**src/rtl/ahb_pipelined_master.sv**
```systemverilog
// AHB-Lite master that queues commands in a FIFO and issues them as pipelined SINGLE
// transfers, with two-cycle ERROR cancel-and-replay and one response per command.
module ahb_pipelined_master #(
  parameter int         DATA_WIDTH = 32,
  parameter int         ADDR       = 32,
  parameter int         FIFO_DEPTH = 4,
  parameter logic [3:0] HPROT_VAL  = 4'b0011
) (
  input  logic                  i_clk_ahb,
  input  logic                  i_rstn_ahb,
  input  logic                  i_hready,
  input  logic                  i_hresp,
  input  logic [DATA_WIDTH-1:0] i_hrdata,
  input  logic                  i_valid,
  output logic                  o_ready,
  input  logic [ADDR-1:0]       i_addr,
  input  logic [DATA_WIDTH-1:0] i_wr_data,
  input  logic                  i_rd0_wr1,
  input  logic [2:0]            i_size,
  output logic [ADDR-1:0]       o_haddr,
  output logic [1:0]            o_htrans,
  output logic                  o_hwrite,
  output logic [2:0]            o_hsize,
  output logic [2:0]            o_hburst,
  output logic [3:0]            o_hprot,
  output logic                  o_hmastlock,
  output logic [DATA_WIDTH-1:0] o_hwdata,
  output logic                  o_rsp_valid,
  output logic                  o_rsp_rd0_wr1,
  output logic                  o_rsp_err,
  output logic [DATA_WIDTH-1:0] o_rd_data,
  output logic                  o_busy
);

  localparam int               PTR_W    = $clog2(FIFO_DEPTH);
  localparam logic [2:0]       MAX_SIZE = 3'($clog2(DATA_WIDTH / 8));
  localparam logic [PTR_W:0]   DEPTH_C  = (PTR_W + 1)'(FIFO_DEPTH);

  typedef struct packed {
    logic [ADDR-1:0]       addr;
    logic [DATA_WIDTH-1:0] wdata;
    logic                  wr;
    logic [2:0]            size;
  } cmd_t;

  typedef enum logic [1:0] {A_IDLE, A_NONSEQ, A_CANCEL} astate_e;

  cmd_t                  fifo_mem_q [FIFO_DEPTH];
  logic [PTR_W-1:0]      wr_ptr_q, wr_ptr_d, rd_ptr_q, rd_ptr_d;
  logic [PTR_W:0]        count_q, count_d;
  logic                  push, pop, fifo_empty, fifo_full;
  cmd_t                  head;
  logic [2:0]            head_size;

  astate_e               state_q, state_d;
  logic [ADDR-1:0]       haddr_q, haddr_d;
  logic                  hwrite_q, hwrite_d;
  logic [2:0]            hsize_q, hsize_d;
  logic [DATA_WIDTH-1:0] awdata_q, awdata_d;
  logic                  load, accept, err_first;

  logic                  dvalid_q, dwrite_q;
  logic [DATA_WIDTH-1:0] dwdata_q;
  logic                  rsp_valid_q, rsp_wr_q, rsp_err_q;
  logic [DATA_WIDTH-1:0] rd_data_q;

  assign fifo_full  = (count_q == DEPTH_C);
  assign fifo_empty = (count_q == '0);
  assign push       = i_valid && !fifo_full;
  assign pop        = load;
  assign head       = fifo_mem_q[rd_ptr_q];
  assign head_size  = (head.size > MAX_SIZE) ? MAX_SIZE : head.size;

  always_comb begin
    wr_ptr_d = wr_ptr_q;
    rd_ptr_d = rd_ptr_q;
    count_d  = count_q;
    if (push) wr_ptr_d = wr_ptr_q + PTR_W'(1);
    if (pop)  rd_ptr_d = rd_ptr_q + PTR_W'(1);
    case ({push, pop})
      2'b10:   count_d = count_q + (PTR_W + 1)'(1);
      2'b01:   count_d = count_q - (PTR_W + 1)'(1);
      default: count_d = count_q;
    endcase
  end

  always_ff @(posedge i_clk_ahb or negedge i_rstn_ahb) begin
    if (!i_rstn_ahb) begin
      wr_ptr_q <= '0;
      rd_ptr_q <= '0;
      count_q  <= '0;
    end else begin
      wr_ptr_q <= wr_ptr_d;
      rd_ptr_q <= rd_ptr_d;
      count_q  <= count_d;
    end
  end

  always_ff @(posedge i_clk_ahb) begin
    if (push) fifo_mem_q[wr_ptr_q] <= '{addr: i_addr, wdata: i_wr_data, wr: i_rd0_wr1, size: i_size};
  end

  // While the data stage sits in the first ERROR cycle nothing new may be issued, so
  // the address stage parks in A_CANCEL (or stays idle) and keeps its command.
  assign accept    = (state_q == A_NONSEQ) && i_hready;
  assign err_first = dvalid_q && i_hresp && !i_hready;

  always_comb begin
    state_d  = state_q;
    load     = 1'b0;
    haddr_d  = haddr_q;
    hwrite_d = hwrite_q;
    hsize_d  = hsize_q;
    awdata_d = awdata_q;
    case (state_q)
      A_IDLE: begin
        if (!fifo_empty && !err_first) begin
          state_d = A_NONSEQ;
          load    = 1'b1;
        end
      end
      A_NONSEQ: begin
        if (err_first) begin
          state_d = A_CANCEL;
        end else if (i_hready) begin
          if (!fifo_empty) load = 1'b1;
          else             state_d = A_IDLE;
        end
      end
      A_CANCEL: state_d = A_NONSEQ;
      default:  state_d = A_IDLE;
    endcase
    if (load) begin
      haddr_d  = head.addr;
      hwrite_d = head.wr;
      hsize_d  = head_size;
      awdata_d = head.wdata;
    end
  end

  always_ff @(posedge i_clk_ahb or negedge i_rstn_ahb) begin
    if (!i_rstn_ahb) begin
      state_q  <= A_IDLE;
      haddr_q  <= '0;
      hwrite_q <= 1'b0;
      hsize_q  <= '0;
      awdata_q <= '0;
    end else begin
      state_q  <= state_d;
      haddr_q  <= haddr_d;
      hwrite_q <= hwrite_d;
      hsize_q  <= hsize_d;
      awdata_q <= awdata_d;
    end
  end

  // Data stage and response: a phase completes on any edge with HREADY high.
  always_ff @(posedge i_clk_ahb or negedge i_rstn_ahb) begin
    if (!i_rstn_ahb) begin
      dvalid_q    <= 1'b0;
      dwrite_q    <= 1'b0;
      dwdata_q    <= '0;
      rsp_valid_q <= 1'b0;
      rsp_wr_q    <= 1'b0;
      rsp_err_q   <= 1'b0;
      rd_data_q   <= '0;
    end else begin
      rsp_valid_q <= dvalid_q && i_hready;
      if (dvalid_q && i_hready) begin
        rsp_wr_q  <= dwrite_q;
        rsp_err_q <= i_hresp;
        if (!dwrite_q) rd_data_q <= i_hrdata;
      end
      if (accept) begin
        dvalid_q <= 1'b1;
        dwrite_q <= hwrite_q;
        dwdata_q <= awdata_q;
      end else if (i_hready) begin
        dvalid_q <= 1'b0;
      end
    end
  end

  assign o_ready       = !fifo_full;
  assign o_haddr       = haddr_q;
  assign o_htrans      = (state_q == A_NONSEQ) ? 2'b10 : 2'b00;
  assign o_hwrite      = hwrite_q;
  assign o_hsize       = hsize_q;
  assign o_hburst      = 3'b000;
  assign o_hprot       = HPROT_VAL;
  assign o_hmastlock   = 1'b0;
  assign o_hwdata      = (dvalid_q && dwrite_q) ? dwdata_q : '0;
  assign o_rsp_valid   = rsp_valid_q;
  assign o_rsp_rd0_wr1 = rsp_wr_q;
  assign o_rsp_err     = rsp_err_q;
  assign o_rd_data     = rd_data_q;
  assign o_busy        = !fifo_empty || (state_q != A_IDLE) || dvalid_q;

endmodule

```
**config.mk**
```make
export PLATFORM = sky130hd
export DESIGN_NAME = ahb_pipelined_master
export DESIGN_NICKNAME = d
export VERILOG_FILES = /design/src/rtl/ahb_pipelined_master.sv
export SDC_FILE = /design/constraint.sdc
export NUM_CORES = 1
export LEC_CHECK = 0
export CAP_MARGIN = 20
export CELL_PAD_IN_SITES_DETAIL_PLACEMENT = 1
export CELL_PAD_IN_SITES_GLOBAL_PLACEMENT = 1
export CORE_ASPECT_RATIO = 0.9
export CORE_MARGIN = 3
export CORE_UTILIZATION = 40
export CTS_BUF_LIST = sky130_fd_sc_hd__clkbuf_8
export DETAILED_ROUTE_END_ITERATION = 7
export GPL_ROUTABILITY_DRIVEN = 0
export GPL_TIMING_DRIVEN = 0
export HOLD_SLACK_MARGIN = 0.15
export PLACE_DENSITY_LB_ADDON = 0.1
export SYNTH_ARGS = -nofsm -noshare
export SYNTH_HDL_FRONTEND = slang
export SYNTH_SLANG_ARGS = --single-unit
```
**constraint.sdc**
```tcl
create_clock -name i_clk_ahb -period 3.05 [get_ports i_clk_ahb]
set_input_delay 0.305 -clock i_clk_ahb [delete_from_list [all_inputs] [get_ports i_clk_ahb]]
set_output_delay 0.305 -clock i_clk_ahb [all_outputs]
set_load 0.01 [all_outputs]
```
==> results of run 1 <==
## sequential cells by signal, summed over array words and instances, names as in the netlist, 2 cells and up
register and flops:
fifo_mem_q 272, awdata_q 32, dwdata_q 32, o_haddr 32, o_rd_data 32, count_q 3, o_hsize 3, rd_ptr_q 2
state_q 2, wr_ptr_q 2
## worst max-delay path, delay by kind of cell (launching register included)
family | cells | cell delay [ps]
simple gates | 1 | 380
flops | 1 | 310
buf+inv | 3 | 1260
## routing by layer
| metal | vias up | GRT usage, % | part of all wire [%] |
|---|---|---|---|
| met2 | 205 | 27.7 | 49 |
| met5 | - | 0 | 0.089 |
| li1 | 3546 | - | - |
| met3 | 73 | 4.69 | 5.6 |
| met4 | 6 | 6.00 | 2.4 |
| met1 | 4140 | 21.8 | 43 |
## layout by cell type (no fill, tap or decap), drive strengths merged, types with 2 or more instances in the layout
cell           instances
mux2                 132
and2                   2
a21oi                  3
dfrtp                146
nand2                  6
and3                  36
xor2                   2
ha                     5
inv                   39
conb                   9
clkinv                20
diode                  2
buf                   38
clkbuf                92
nor2                   3
clkdlybuf4s50        209
o21a                   2
o21ai                  4
clkinvlp               3
nor3                   2
xnor2                  4
mux4                  66
edfxtp               272
## final timing paths
kind / slack (ps) / end / depth (start not counted)
max: 200 / o_hwdata[29] / 4
min: 250 / dwdata_q[11] / 2
max reg2reg: 460 / count_q[2] / 11
min reg2reg: 490 / o_hsize[2] / 1
max in group asynchronous: 1960 / o_haddr[0] / 3
min in group i_clk_ahb: 330 / o_rd_data[12] / 2
## cell type report
cell class / count / area, um2
flip-flops and latches: 418 / 11800
fillers: 3567 / 18600
clock inverters: 50 / 213
multi-input cells: 287 / 3660
plain buffers: 46 / 254
well taps: 525 / 657
inverters: 12 / 47.5
clock buffers: 78 / 1070
repair buffers: 216 / 2250
diodes: 2 / 5.00
## stage by stage
step | hold slack (ps) | worst slack [ps] | utilization (%) | setup TNS (ps)
finish | 252 | 203 | 51.8 | 0
global route | 263 | 69.4 | 51.8 | 0
CTS | 233 | 157 | 51.8 | 0
detailed placement | 284 | 225 | 48.5 | 0
global placement | 473 | -5150 | 48.0 | -1131940
floorplan | 9.41 | 311 | - | 0
## power groups by stage
stage / Sequential [mW] / Clock (mW) / Combinational (mW)
floorplan: 8.72 / 0 / 3.89
global placement: 8.73 / 0 / 6.65
detailed placement: 8.67 / 0 / 6.88
CTS: 8.57 / 4.71 / 6.90
global route: 8.74 / 4.98 / 7.28
finish: 8.55 / 4.50 / 6.70
## logic make-up (layout without fill, tap and decap cells)
family          count (synthesis)  after routing  share of synthesized area (%)
fa+ha+maj                       6              6                          0.525
buf+inv                        58            402                           1.92
mux                           198            198                           19.4
other cells                     2             11                         0.0477
simple gates                   55             55                           2.07
compound gates                 13             13                          0.596
flops                         418            418                           75.1
xor+xnor                        6              6                          0.334
==> impl_results.md, run 1 <==
- Internal: 14.0 mW
- Number of H-tree levels: 3
- Switch Pwr: 5.79 mW
- Count of max-cap constraint violations: 0
- I/O pin count: 220
- Synthesized area per cell: 20.8 um2
- Top post-synthesis cells by area: edfxtp_1 52%, dfrtp_1 23%, mux4_2 9.4%, mux2_2 8.0%, mux2_4 1.9%
- Remaining design rule violation count: 0
- Startpoint of the worst setup timing path: dvalid_q
- Result of the run: finished clean
- Period utilization: 93.3%
- Sequential fraction of design power: 43.3%
- Area share of the largest cell type after synthesis: 51.9%
- Post-detailed-placement cell area: 0.0187 mm2
- Number of max-slew violations in the final report: 0
- Time the worst path needs with I/O delays and setup: 2850 ps
- Area of the mapped netlist: 0.0157 mm2
- Violation count after the first detailed-route iteration: 309
- Max Clock Skew: 20.8 ps
- Static leakage: 7.43 nW
- Area added between synthesis and finish: 27.0%
- Core region area: 0.0385 mm2
- Post-synth EDFFs: 272
- Layout Cells excl Fill: 1,634
- Most repeated cell in the gate-level netlist after synthesis: edfxtp_1
- Total of buffers placed on input and output ports: 210
- Cells after synthesis: 756
- Clock tree from TritonCTS: yes
- Sequential area share after synthesis: 75.1%
- Startpoint types: register
- Die area: 0.0418 mm2
- Part of the power in the clock network: 22.8%
- Via count: 7,970
- Number of sinks handled by clock tree synthesis: 418
- First-pass GRT wire length: 53.8 mm
- Starting density of the core: 40.8%
- Number of nets in the final layout: 1,162
- Delay of the slowest critical-path stage: 580 ps
- Total gr overflow: 0
- Number of vias per cell after detailed routing: 4.88
- Main flop type after synthesis: edfxtp_1
- Total non-filler cell area in the finished layout: 0.0200 mm2
- Rows: 68
- Switching part of the total power: 29.3%
- Combinational share of power: 33.9%
- Class of the most critical hold timing path: input port to asynchronous set/reset pin
- Final hold viol count: 0
- Highest Clock Rate: 351 MHz
- Total global-route track usage: 16.9%
- Number of nets still failing antenna checks after routing: 0
- Pre-Repair DR Iteration Count: 4
- Clock-pin slew reported for the worst setup and hold paths after clock tree synthesis: 60 ps
- HPWL after DPL: 21.8 mm
- Type of element capturing the critical path: primary output
- Design Power: 19.8 mW
- Most area-hungry cell type in the Yosys netlist: edfxtp_1
- Commonest cells post-synth: 272 x edfxtp_1, 146 x dfrtp_1, 112 x mux2_2, 66 x mux4_2, 36 x and3_1
- Cells after DPL: 1,503
- Share of flip-flops with an asynchronous set or reset after synthesis: 34.9%
- Req. time, crit path: 2740 ps
- Clock root buffer: clkbuf_8
- Setup repair after global routing missed its margin: false
- Hold buffer count at CTS: 1
- Number of antenna violations at the first check in global routing: 4
- Clk Latency, worst-skew pair: 590 ps
- Proportion of layout cells with a drive suffix above 1: 30.0%
- Pin count of the biggest net entering global routing: 85
- DRT Wirelength: 34.7 mm
- Routed wire per std cell: 21.2 um
- Setup Crit Path Kind: register to primary output
- Slew at the pin closest to its max-slew limit: 752 ps
- Cells along the critical path: buf_2, clkbuf_1, and3_1, clkdlybuf4s50_1
- Die Y-Extent: 194 um
- Worst reg2reg startpoint: dvalid_q
- Rel. slew slack: 49.9%
- Via count of the first global-routing pass: 8,892
- Worst Path Arrival: 2540 ps
- VDD IR-drop max: 462 uV
- Number of storage elements in the synthesis netlist: 418
- Buffer levels on the longest clock path: 3
- Number of library cell types mapped by synthesis: 34
- Highest-delay cell along the critical path: clkdlybuf4s50_1
- Number of buffers added for setup after CTS: 0
- Total power divided by cell area: 988 mW/mm2
- Worst-path maximum fanout: 10
- DIE WIDTH: 215 um
- Number of setup violations in the final report: 0
- TritonCTS Buffers: 70
- Yosys warning count: 0
- Post-CTS resize count: 0
(Power assumes the default switching activity.)
==> run 2: changes to the inputs <==
--- a/config.mk
+++ b/config.mk
@@ -10,7 +10,7 @@
 export CELL_PAD_IN_SITES_GLOBAL_PLACEMENT = 1
 export CORE_ASPECT_RATIO = 0.9
 export CORE_MARGIN = 3
-export CORE_UTILIZATION = 40
+export CORE_UTILIZATION = 49
 export CTS_BUF_LIST = sky130_fd_sc_hd__clkbuf_8
 export DETAILED_ROUTE_END_ITERATION = 7
 export GPL_ROUTABILITY_DRIVEN = 0
==> run 2 against run 1 <==
Compared with the run above: design area shrank 0.98%; combinational power is essentially flat; fmax grew 4.4%; cell count shrank 7.5%; critical path depth is the same; core utilization grew 11 points; register-to-register slack gained 30 ps; sequential share of layout area grew 0.58 points; via count shrank 0.58%; hold slack gained 13 ps; die area shrank 18%; routed wire length shrank 1.5%; critical endpoint is now o_hwdata[28]; largest cell class unchanged.
==> impl_results.md, run 2 (synthesis results as in run 1) <==
- Layout Cells excl Fill: 1,511
- Proportion of layout cells with a drive suffix above 1: 29.5%
- Buffer levels on the longest clock path: 3
- Number of sinks handled by clock tree synthesis: 418
- Time the worst path needs with I/O delays and setup: 2730 ps
- Setup Crit Path Kind: register to primary output
- Worst Path Arrival: 2420 ps
- Switching part of the total power: 29.3%
- Remaining design rule violation count: 0
- Area added between synthesis and finish: 25.8%
- Storage cell area: 0.0118 mm2
- DIE WIDTH: 195 um
- Slew at the pin closest to its max-slew limit: 789 ps
- DRT Wirelength: 34.2 mm
- Req. time, crit path: 2740 ps
- Worst-path maximum fanout: 10
- Commonest non-fill, non-tap cells in the layout: 272 x edfxtp_1, 209 x clkdlybuf4s50_1, 146 x dfrtp_1
- Total of buffers placed on input and output ports: 210
- Clock root buffer: clkbuf_8
- Final hold viol count: 0
- Starting density of the core: 50.3%
- Clock tree from TritonCTS: yes
- Combinational share of power: 34.1%
- Setup repair after global routing missed its margin: false
- Sum of negative setup slack: 0 ps
- Worst slack, placed: 265 ps
- Static leakage: 7.43 nW
- Class of the most critical hold timing path: input port to asynchronous set/reset pin
- Clk Latency, worst-skew pair: 570 ps
- Highest Clock Rate: 367 MHz
- Pin count of the biggest net entering global routing: 90
- Slack of the critical path: 324 ps
- Pre-Repair DR Iteration Count: 4
- Max FFs per register: 272
- Number of nets still failing antenna checks after routing: 0
- Number of setup violations in the final report: 0
- Filler Cells Inserted: 2,707
- Number of max-slew violations in the final report: 0
- Die area: 0.0343 mm2
- Routed wire per std cell: 22.6 um
- Cells after DPL: 1,387
- Rel. slew slack: 47.4%
- VDD IR-drop max: 493 uV
- Register name with the most flops: fifo_mem_q
- Via count: 7,924
- Core region area: 0.0313 mm2
- Total gr overflow: 0
- Count of max-cap constraint violations: 0
- Die Y-Extent: 176 um
- Clock-pin slew reported for the worst setup and hold paths after clock tree synthesis: 60 ps
- Number of nets in the final layout: 1,160
- Multi-input gate area in the final layout: 0.00366 mm2
- Number of vias per cell after detailed routing: 5.24
- Switch Pwr: 5.77 mW
- Rows: 61
- Via count of the first global-routing pass: 8,959
- Result of the run: finished clean
- Part of the power in the clock network: 22.3%
- Number of antenna violations at the first check in global routing: 4
- Total power divided by cell area: 995 mW/mm2
- TritonCTS Buffers: 68
- HPWL after DPL: 21.8 mm
- Number of H-tree levels: 3
- I/O pin count: 220
- Max Clock Skew: 26.0 ps
- Violation count after the first detailed-route iteration: 377
- Most common cell after layout, fill and taps aside: edfxtp_1
- Period utilization: 89.4%
- Total global-route track usage: 20.2%
- Type of element capturing the critical path: primary output
- Startpoint types: register
- Total inserted antenna cells: 0
- Sequential fraction of design power: 43.6%
- First-pass GRT wire length: 52.5 mm
- Post-CTS resize count: 0
- Internal: 13.9 mW
run 2: power groups by stage:
stage	combinational, mW	sequential (mW)	clock, mW
global placement	6.53	8.71	0
CTS	6.88	8.60	4.54
finish	6.72	8.58	4.38
floorplan	3.89	8.72	0
global route	7.27	8.76	4.79
detailed placement	6.84	8.69	0
run 2: final timing paths:
path | startpoint | endpoint | slack, ps | cells past startpoint
worst max-delay path | dvalid_q | o_hwdata[28] | 320 | 4
worst min-delay path | i_rstn_ahb | o_haddr[31] | 260 | 2
worst max register to register | dvalid_q | count_q[2] | 490 | 11
worst min register to register | o_hsize[2] | o_hsize[2] | 490 | 1
max in group asynchronous | i_rstn_ahb | o_haddr[25] | 1940 | 3
min in group i_clk_ahb | i_hrdata[26] | o_rd_data[26] | 350 | 2
run 2: per-layer routing:
| metal | vias up | track usage, % | share of wire [%] |
|---|---|---|---|
| li1 | 3531 | - | - |
| met3 | 63 | 5.46 | 5.4 |
| met1 | 4129 | 25.5 | 41 |
| met5 | - | 0 | 0.16 |
| met4 | 8 | 5.94 | 1.9 |
| met2 | 193 | 34.9 | 51 |
run 2: final cells by class:
class,count,share of cell area (%)
flip-flops and latches,418,59.7
multi-input cells,287,18.5
repair buffers,216,11.4
clock buffers,77,5.36
well taps,409,2.59
plain buffers,46,1.28
clock inverters,46,0.917
inverters,12,0.240
run 2: what timing repair did:
action	4_1_cts	5_1_grt
buffers inserted	0	0
hold buffers	1	0
hold endpoints to repair	94	0
setup endpoints to repair	0	0
run 2: stage by stage:
step	total power, mW	instance area (um2)	hold WS [ps]	utilization, %
finish	19.7	19800	265	63.2
detailed placement	15.5	18500	260	59.2
global placement	15.2	18400	471	58.7
floorplan	12.6	15800	9.41	-
global route	20.8	19800	282	63.2
CTS	20.0	19800	241	63.2
run 2: worst max-delay path: stages, from the launching register on:
cell,delay [ps]
dfrtp_1,320
buf_2,230
clkbuf_1,430
and3_1,330
clkdlybuf4s50_1,560
